### config.mk
export PLATFORM = sky130hd
export DESIGN_NAME = prio_rr_arbiter
export DESIGN_NICKNAME = d
export VERILOG_FILES = /design/src/rtl/prio_pkg.sv /design/src/rtl/prio_pick.sv /design/src/rtl/prio_rr_arbiter.sv
export SDC_FILE = /design/constraint.sdc
export NUM_CORES = 1
export LEC_CHECK = 0
export CORE_ASPECT_RATIO = 0.5
export CORE_UTILIZATION = 45
export CTS_BUF_LIST = sky130_fd_sc_hd__clkbuf_8
export DETAILED_ROUTE_END_ITERATION = 8
export HOLD_SLACK_MARGIN = 0.15
export PLACE_DENSITY = 0.78
export REMOVE_ABC_BUFFERS = 1
export SKIP_CTS_REPAIR_TIMING = 1
export SLEW_MARGIN = 10
export SYNTH_ARGS = -nofsm -noshare
export SYNTH_HDL_FRONTEND = slang
export SYNTH_SLANG_ARGS = --single-unit
### constraint.sdc
create_clock -name clk -period 4.4 [get_ports clk]
set_input_delay 1.32 -clock clk [delete_from_list [all_inputs] [get_ports clk]]
set_output_delay 1.32 -clock clk [all_outputs]
set_load 0.03 [all_outputs]
### src/rtl/prio_pkg.sv
// prio_pkg: shared FSM state type and grant-counter width for the priority/round-robin arbiter
package prio_pkg;

    typedef enum logic {
        IDLE  = 1'b0,
        GRANT = 1'b1
    } state_t;

    localparam int CNT_W = 16;

endpackage

### src/rtl/prio_pick.sv
// prio_pick: combinational downward search with wrap; fixed mode always starts at N-1
module prio_pick #(
    parameter  int N = 8,
    localparam int W = N > 1 ? $clog2(N) : 1
) (
    input  logic [N-1:0] cand,
    input  logic [W-1:0] start,
    input  logic         mode,
    output logic         found,
    output logic [W-1:0] idx
);

    logic [W-1:0] s;

    assign s = mode ? start : W'(N - 1);

    // scan from farthest to nearest so the first set bit at or below s (wrapping) wins
    always_comb begin
        found = 1'b0;
        idx   = '0;
        for (int k = N - 1; k >= 0; k--) begin
            if (cand[(int'(s) - k + N) % N]) begin
                found = 1'b1;
                idx   = W'((int'(s) - k + N) % N);
            end
        end
    end

endmodule

### src/rtl/prio_rr_arbiter.sv
// prio_rr_arbiter: fixed-priority / round-robin arbiter holding each grant until handshake; optional PRIO_GNT_CNT_EN adds a saturating handshake counter
module prio_rr_arbiter
    import prio_pkg::*;
#(
    parameter  int N = 8,
    localparam int W = N > 1 ? $clog2(N) : 1
) (
    input  logic             clk,
    input  logic             rst,
    input  logic [N-1:0]     req,
    input  logic             mode,
    input  logic             gnt_ready,
    output logic             gnt_valid,
    output logic [W-1:0]     gnt_idx,
    output logic [N-1:0]     gnt_onehot
`ifdef PRIO_GNT_CNT_EN
    ,
    output logic [CNT_W-1:0] gnt_cnt
`endif
);

    state_t       state_q, state_d;
    logic [W-1:0] idx_q, idx_d, last_q, base, start, pick_idx;
    logic [N-1:0] cand;
    logic         hs, arb, found;

    assign gnt_valid  = state_q == GRANT;
    assign gnt_idx    = idx_q;
    assign gnt_onehot = gnt_valid ? N'(1) << idx_q : '0;
    assign hs         = gnt_valid && gnt_ready;
    assign arb        = state_q == IDLE || hs;
    // on a handshake the outgoing grant becomes the round-robin reference at the same edge
    assign base       = hs ? idx_q : last_q;
    assign start      = base == '0 ? W'(N - 1) : base - W'(1);
    assign cand       = state_q == IDLE ? req : req & ~gnt_onehot;

    prio_pick #(.N(N)) u_pick (
        .cand  (cand),
        .start (start),
        .mode  (mode),
        .found (found),
        .idx   (pick_idx)
    );

    // next state: arbitrate only when idle or on a handshake, otherwise hold the grant
    always_comb begin
        state_d = arb ? (found ? GRANT : IDLE) : state_q;
        idx_d   = arb && found ? pick_idx : idx_q;
    end

    // state, grant index and round-robin history registers
    always_ff @(posedge clk) begin
        if (rst) begin
            state_q <= IDLE;
            idx_q   <= '0;
            last_q  <= '0;
        end else begin
            state_q <= state_d;
            idx_q   <= idx_d;
            if (hs) last_q <= idx_q;
        end
    end

`ifdef PRIO_GNT_CNT_EN
    // handshake counter, saturating at all-ones
    always_ff @(posedge clk) begin
        if (rst) gnt_cnt <= '0;
        else if (hs && gnt_cnt != '1) gnt_cnt <= gnt_cnt + 1'b1;
    end
`endif

endmodule
Word-level counts from Yosys, hierarchy flattened
Cells that the tools add are included.
{"block": "word_totals", "ff_bits": 7, "input_bits": 12, "output_inout_bits": 12, "wordCells": 97}
{"block": "classes", "n_addsub": 16, "magnitude_cmp": 8, "shifts": 1, "mux": 46, "bitwise": 11, "reduce_logical": 12}
{"cell": "32-bit by 5-bit adder with 32-bit output, second input constant", "n": 7}
{"cell": "4-bit by 5-bit < comparator with 1-bit output, second input constant", "n": 8}
{"cell": "3-bit two-way mux", "n": 11}
{"cell": "1-bit two-way mux", "n": 25}
{"cell": "1-bit binary-select mux with 3-bit select", "n": 8}
{"cell": "3-bit OR reduction", "n": 8}
{"cell": "8-bit two-way mux", "n": 2}
{"cell": "3-bit by 3-bit subtractor with 4-bit output, second input constant", "n": 4}
{"cell": "8-bit AND", "n": 1}
{"cell": "8-bit inverter", "n": 1}
{"cell": "1-bit by 3-bit << shifter with 8-bit output, first input constant", "n": 1}
{"cell": "3-bit by 2-bit subtractor with 4-bit output, second input constant", "n": 2}
{"cell": "1-bit AND", "n": 7}
{"cell": "3-bit by 1-bit subtractor with 4-bit output, second input constant", "n": 1}
{"cell": "3-bit by 1-bit adder with 3-bit output, second input constant", "n": 1}
{"cell": "3-bit logical NOT", "n": 1}
{"cell": "3-bit by 1-bit subtractor with 3-bit output, second input constant", "n": 1}
{"cell": "1-bit logical AND", "n": 2}
{"cell": "1-bit AND, first input constant", "n": 1}
{"cell": "1-bit logical OR", "n": 1}
{"cell": "1-bit inverter", "n": 1}

Depth between registers and ports, before layout
{"block": "depth", "word_depth": 21, "depth_mapped": 17, "mapped_depth_nobuf": 15}

Hierarchy
From an unflattened synthesis, not the netlist that was laid out.
{"block": "hier_totals", "cells_unflattened": 173, "hier_area_um2": 1427.6}
{"mod": "prio_pick", "instances": 1, "cells_each": 119, "area_each_um2": 997.2, "seq_area_each_um2": 0.0}
{"mod": "prio_rr_arbiter", "instances": 1, "cells_each": 54, "area_each_um2": 430.4, "seq_area_each_um2": 140.1}

Worst setup path after synthesis
OpenSTA, ideal clock, no wires.
{"block": "synth_path", "kind": "input -> register", "startpoint": "input gnt_ready", "endpoint": "register idx_q[1] (netlist: gnt_idx[1])", "setup_ns": 0.059, "arrival_time_ns": 4.658, "t_required_ns": 4.341, "setup_slack_ns": -0.317, "path_stages": 16, "path_buffers": 2, "cell_sequence": "buf_6 > a21boi_0 > nor2_1 > ha_1 > nand2_1 > a31o_2 > clkinv_1 > ha_1 > clkbuf_1 > inv_1 > o32a_1 > nand2b_1 > o21ai_1 > o22ai_1 > a221oi_1 > o31a_1"}
{"block": "synth_between", "elab_chain_len": 19, "elab_cells_between_ends": 63, "classes_between": "16 x add/sub; 43 x mux; 4 x reduce/logical"}
{"element": "start: declaration", "line": "prio_rr_arbiter.sv:12", "text": "input logic gnt_ready,"}
{"element": "1-bit logical AND *", "line": "prio_rr_arbiter.sv:30", "text": "assign hs = gnt_valid && gnt_ready;"}
{"element": "3-bit two-way mux"}
{"element": "3-bit by 1-bit subtractor with 3-bit output or 3-bit logical NOT (tied branches)", "line": "prio_rr_arbiter.sv:34", "text": "assign start = base == '0 ? W'(N - 1) : base - W'(1);"}
{"element": "3-bit two-way mux", "line": "prio_rr_arbiter.sv:34"}
{"element": "3-bit two-way mux", "line": "prio_pick.sv:15", "text": "assign s = mode ? start : W'(N - 1);"}
{"element": "3-bit by 3-bit subtractor with 4-bit output", "line": "prio_pick.sv:22", "text": "if (cand[(int'(s) - k + N) % N]) begin"}
{"element": "32-bit by 5-bit adder with 32-bit output", "line": "prio_pick.sv:22"}
{"element": "1-bit binary-select mux with 3-bit select", "line": "prio_pick.sv:22"}
{"element": "1-bit two-way mux (not written as such) (2 in series)", "line": "prio_pick.sv:22"}
{"element": "1-bit two-way mux (8 in series)", "line": "prio_pick.sv:22"}
{"element": "1-bit logical AND", "line": "prio_rr_arbiter.sv:48", "text": "idx_d = arb && found ? pick_idx : idx_q;"}
{"element": "end signal: assignment", "line": "prio_rr_arbiter.sv:59", "text": "idx_q <= idx_d;"}
{"element": "end: declaration", "line": "prio_rr_arbiter.sv:23", "text": "logic [W-1:0] idx_q, idx_d, last_q, base, start, pick_idx;"}
Every way passes the cells marked *; elsewhere a longest branch is shown, timed or not. The select of a mux whose other input is x is not followed.
A chain may end at the register's enable or synchronous reset.

Worst setup path in the final report
Same ends and word-level chain as after synthesis.

==> impl_results.md <==
* DP HPWL at 4.64 mm
* Largest net degree at the start of global routing at 18
* Worst R2R Path Depth at 12
* Worst clock skew at 5.22 ps
* Dpl cells at 312
* Die area at 0.00374 mm^2
* Req. time, crit path at 4520 ps
* Compound-Gate Fraction of Synth Area at 40.3%
* Outcome: complete, no violations
* Tcrit/Tclk final at 97.0%
* Core area at 0.00315 mm^2
* Worst Setup End Kind: register
* Root Buffer: clkbuf_8
* Final nets at 297
* Gr usage total at 32.8%
* Slew margin rel. at 61.7%
* Hold path cells at 3
* Top Layer Used: met4
* Syn Area/Cell at 7.70 um^2
* Flop and latch count out of synthesis at 7
* Vias at 2162
* Sum Neg Setup Slack at 0 ps
* Num CTS Buffers at 3
* Critical R2R Capture: gnt_idx[1]$_SDFFE_PP0P_
* Syn Inst Count at 204
* Grt ovf at 0
* Simple-gate area share of the yosys netlist at 27.8%
* Post-synthesis to final-layout area growth at 52.1%
* Post-layout min period at 4270 ps
* Least-Margin Pin Slew at 574 ps
* Sequential share of the synthesized area at 8.92%
* Initial antenna violation count at 0
* Pleak at 0.987 nW
* Drt first pass iters at 7
* Wire length on met1 at 2.66 mm
* Maximum VDD drop at 0.135 mV
* Net Sw Frac at 46.1%
* Async S/R FF share, synth at 0%
* Site Rows at 14
* Clk Latency, worst-skew pair at 230 ps
* Synth Area in Adders at 2.39%
* Type of origin of the critical path: input port
* Final Max Tran Viols at 0
* Die Y at 43.8 um
* Fmax at 234 MHz
* Mux contribution to synthesized area at 14.1%
* Share of layout cells above drive strength 1 at 36.7%
* Initial DRC count at 224
* Sequential Power Share at 14.3%
* Setup CP Type: input port to register
* Wire per inst at 19.8 um
* XOR/XNOR Fraction of Synth Area at 0.558%
* Largest family of logic cells by synthesized area: compound AO/OA/AOI/OAI gates
* Main synth FF type: dfxtp_1
* Hold Path Sink: last_q[1]$_SDFF_PP0_
* Clock Tree Buf Depth at 2
* Final Hold Viols at 0
* CP arrival at 4380 ps
* HP Class: register to register
* CTS tree: built
* DIE WIDTH at 85.5 um
* Final wirelength at 6.37 mm
* DR WL met3 at 742 um
* Max FO, Critical Path at 6
* Hold path start: last_q[1]$_SDFF_PP0_
* Ys Warns at 0
* Via-to-Cell Ratio at 6.74
* Residual DRC at 0
* Routed Antenna Nets at 0
* CTS clk-pin slew, worst paths at 40 ps
* Buffers on Ports at 23
* FF-to-FF Start: gnt_valid$_SDFFE_PP0P_
* Placed Area at 0.00221 mm^2
* RSZ-0062 raised after global routing: false
* Final Cell Area at 0.00239 mm^2
* Post-Syn Area at 0.00157 mm^2
* Starting Density at 49.8%
* Post-synth EDFFs at 0
* Internal power at 0.346 mW
* Power per cell area at 268 mW/mm^2
* I/O pins at 24
* Reg2Reg Setup Slack at 600 ps
* Logic pwr share at 71.6%
* Met2 Routed Length at 2.78 mm
* Clk pwr share at 14.1%
* H-tree depth at 1
* Gpl congestion at 0.993
* Distinct cell type count after synthesis at 63
* Setup violators final at 0
* # clock sinks at 7
* Number of max-cap violations at 0
* Vias in the first global route at 1893
* First-pass GRT wire length at 9.48 mm
* Switching Power at 0.296 mW
* Fin cells at 321
* Antenna cells at 0
-- cells in the final DEF (no fill, tap or decap), types with 4 or more instances in the layout --
cell / netlist / layout
buf_4: 1 / 60
o21ai_1: 3 / 4
nand3_1: 5 / 4
a21oi_1: 11 / 11
o31ai_1: 4 / 4
mux2i_1: 12 / 12
nor3_1: 13 / 13
nand3b_1: 5 / 5
inv_1: 5 / 5
nand2_1: 12 / 10
nand2b_1: 4 / 4
nor2_1: 18 / 17
o21ai_0: 10 / 9
o211ai_1: 8 / 8
dfxtp_1: 7 / 7
clkdlybuf4s50_1: 0 / 21
-- power by group through the flow --
stage | clock [mW] | combinational, mW | sequential (mW)
floorplan | 0 | 0.222 | 0.0959
global placement | 0 | 0.404 | 0.0895
detailed placement | 0 | 0.408 | 0.0903
CTS | 0.0905 | 0.410 | 0.0894
global route | 0.0980 | 0.484 | 0.0933
finish | 0.0904 | 0.459 | 0.0916
-- synthesized netlist by cell type, types with 3 or more instances --
cell type / count / area share, %
a21oi_1: 11 / 3.5
a31oi_1: 3 / 1.2
and3_1: 3 / 1.2
buf_6: 3 / 2.2
clkbuf_1: 5 / 1.2
dfxtp_1: 7 / 8.9
ha_1: 3 / 2.4
inv_1: 5 / 1.2
mux2_2: 3 / 2.2
mux2i_1: 12 / 7.6
mux4_2: 3 / 4.3
nand2_1: 12 / 2.9
nand2b_1: 4 / 1.6
nand3_1: 5 / 1.6
nand3b_1: 5 / 2.4
nor2_1: 18 / 4.3
nor3_1: 13 / 4.1
nor4_1: 4 / 1.6
o211ai_1: 8 / 3.8
o21a_1: 3 / 1.4
o21ai_0: 10 / 3.2
o21ai_1: 3 / 0.96
o22ai_1: 4 / 1.6
o31ai_1: 4 / 1.9
-- layout make-up --
| class | count | area (um^2) |
|---|---|---|
| multi-input combinational | 180 | 1430 |
| clock buffer | 3 | 41.3 |
| clock inverter | 1 | 3.75 |
| fill | 227 | 764 |
| timing repair buffer | 84 | 698 |
| inverter | 6 | 22.5 |
| sequential | 7 | 140 |
| tap | 40 | 50.0 |
-- flip-flops by register name (all words and copies together) (netlist names) --
name,cells
gnt_valid,1
gnt_idx,3
last_q,3
-- critical path, cell delays in order --
cell and delay, ps:
clkbuf_2 110, buf_4 140, and3_1 200, nor2_2 130, ha_1 280, xor2_2 210, or4_4 450, nand2_2 170
nor3_1 70, a311o_1 390, nand4bb_4 280, o31ai_4 360, a21oi_1 130, o31a_1 130
-- stage by stage --
| stage | hold WS, ps | setup WS, ps | power (mW) | utilization (%) |
|---|---|---|---|---|
| floorplan | 486 | -363 | 0.318 | - |
| detailed placement | 637 | -489 | 0.499 | 70.2 |
| finish | 639 | 134 | 0.641 | 75.8 |
| CTS | 645 | -262 | 0.590 | 71.6 |
| global placement | 611 | -397 | 0.493 | 70.2 |
| global route | 665 | 34.0 | 0.675 | 75.8 |
-- per-layer routing --
metal	vias to the layer above	GRT usage, %
met1	1022	46.3
met2	137	51.0
met5	-	0
li1	976	-
met3	27	7.81
met4	0	7.67
-- kinds of logic (layout without fill, tap and decap cells) --
| kind of cell | count (synthesis) | count (layout) |
|---|---|---|
| AO/OA/AOI/OAI | 81 | 81 |
| AND/OR/NAND/NOR | 77 | 77 |
| multiplexers | 18 | 18 |
| buffers and inverters | 17 | 94 |
| flip-flops | 7 | 7 |
| adder cells (fa/ha/maj) | 3 | 3 |
| XOR/XNOR | 1 | 1 |
-- worst max path at each step --
| stage | end | cells after the start | slack (ps) | start |
|---|---|---|---|---|
| final | gnt_idx[1]$_SDFFE_PP0P_ | 14 | 130 | gnt_ready |
| after global routing | gnt_idx[2]$_SDFFE_PP0P_ | 19 | 30 | gnt_ready |
| after CTS | gnt_idx[1]$_SDFFE_PP0P_ | 15 | -260 | gnt_ready |
| after detailed placement | gnt_idx[2]$_SDFFE_PP0P_ | 18 | -490 | gnt_ready |
| after global placement | gnt_idx[1]$_SDFFE_PP0P_ | 15 | -400 | gnt_ready |
| after floorplan | gnt_idx[1]$_SDFFE_PP0P_ | 14 | -360 | gnt_ready |
Power figures use the tool's default switching activity.
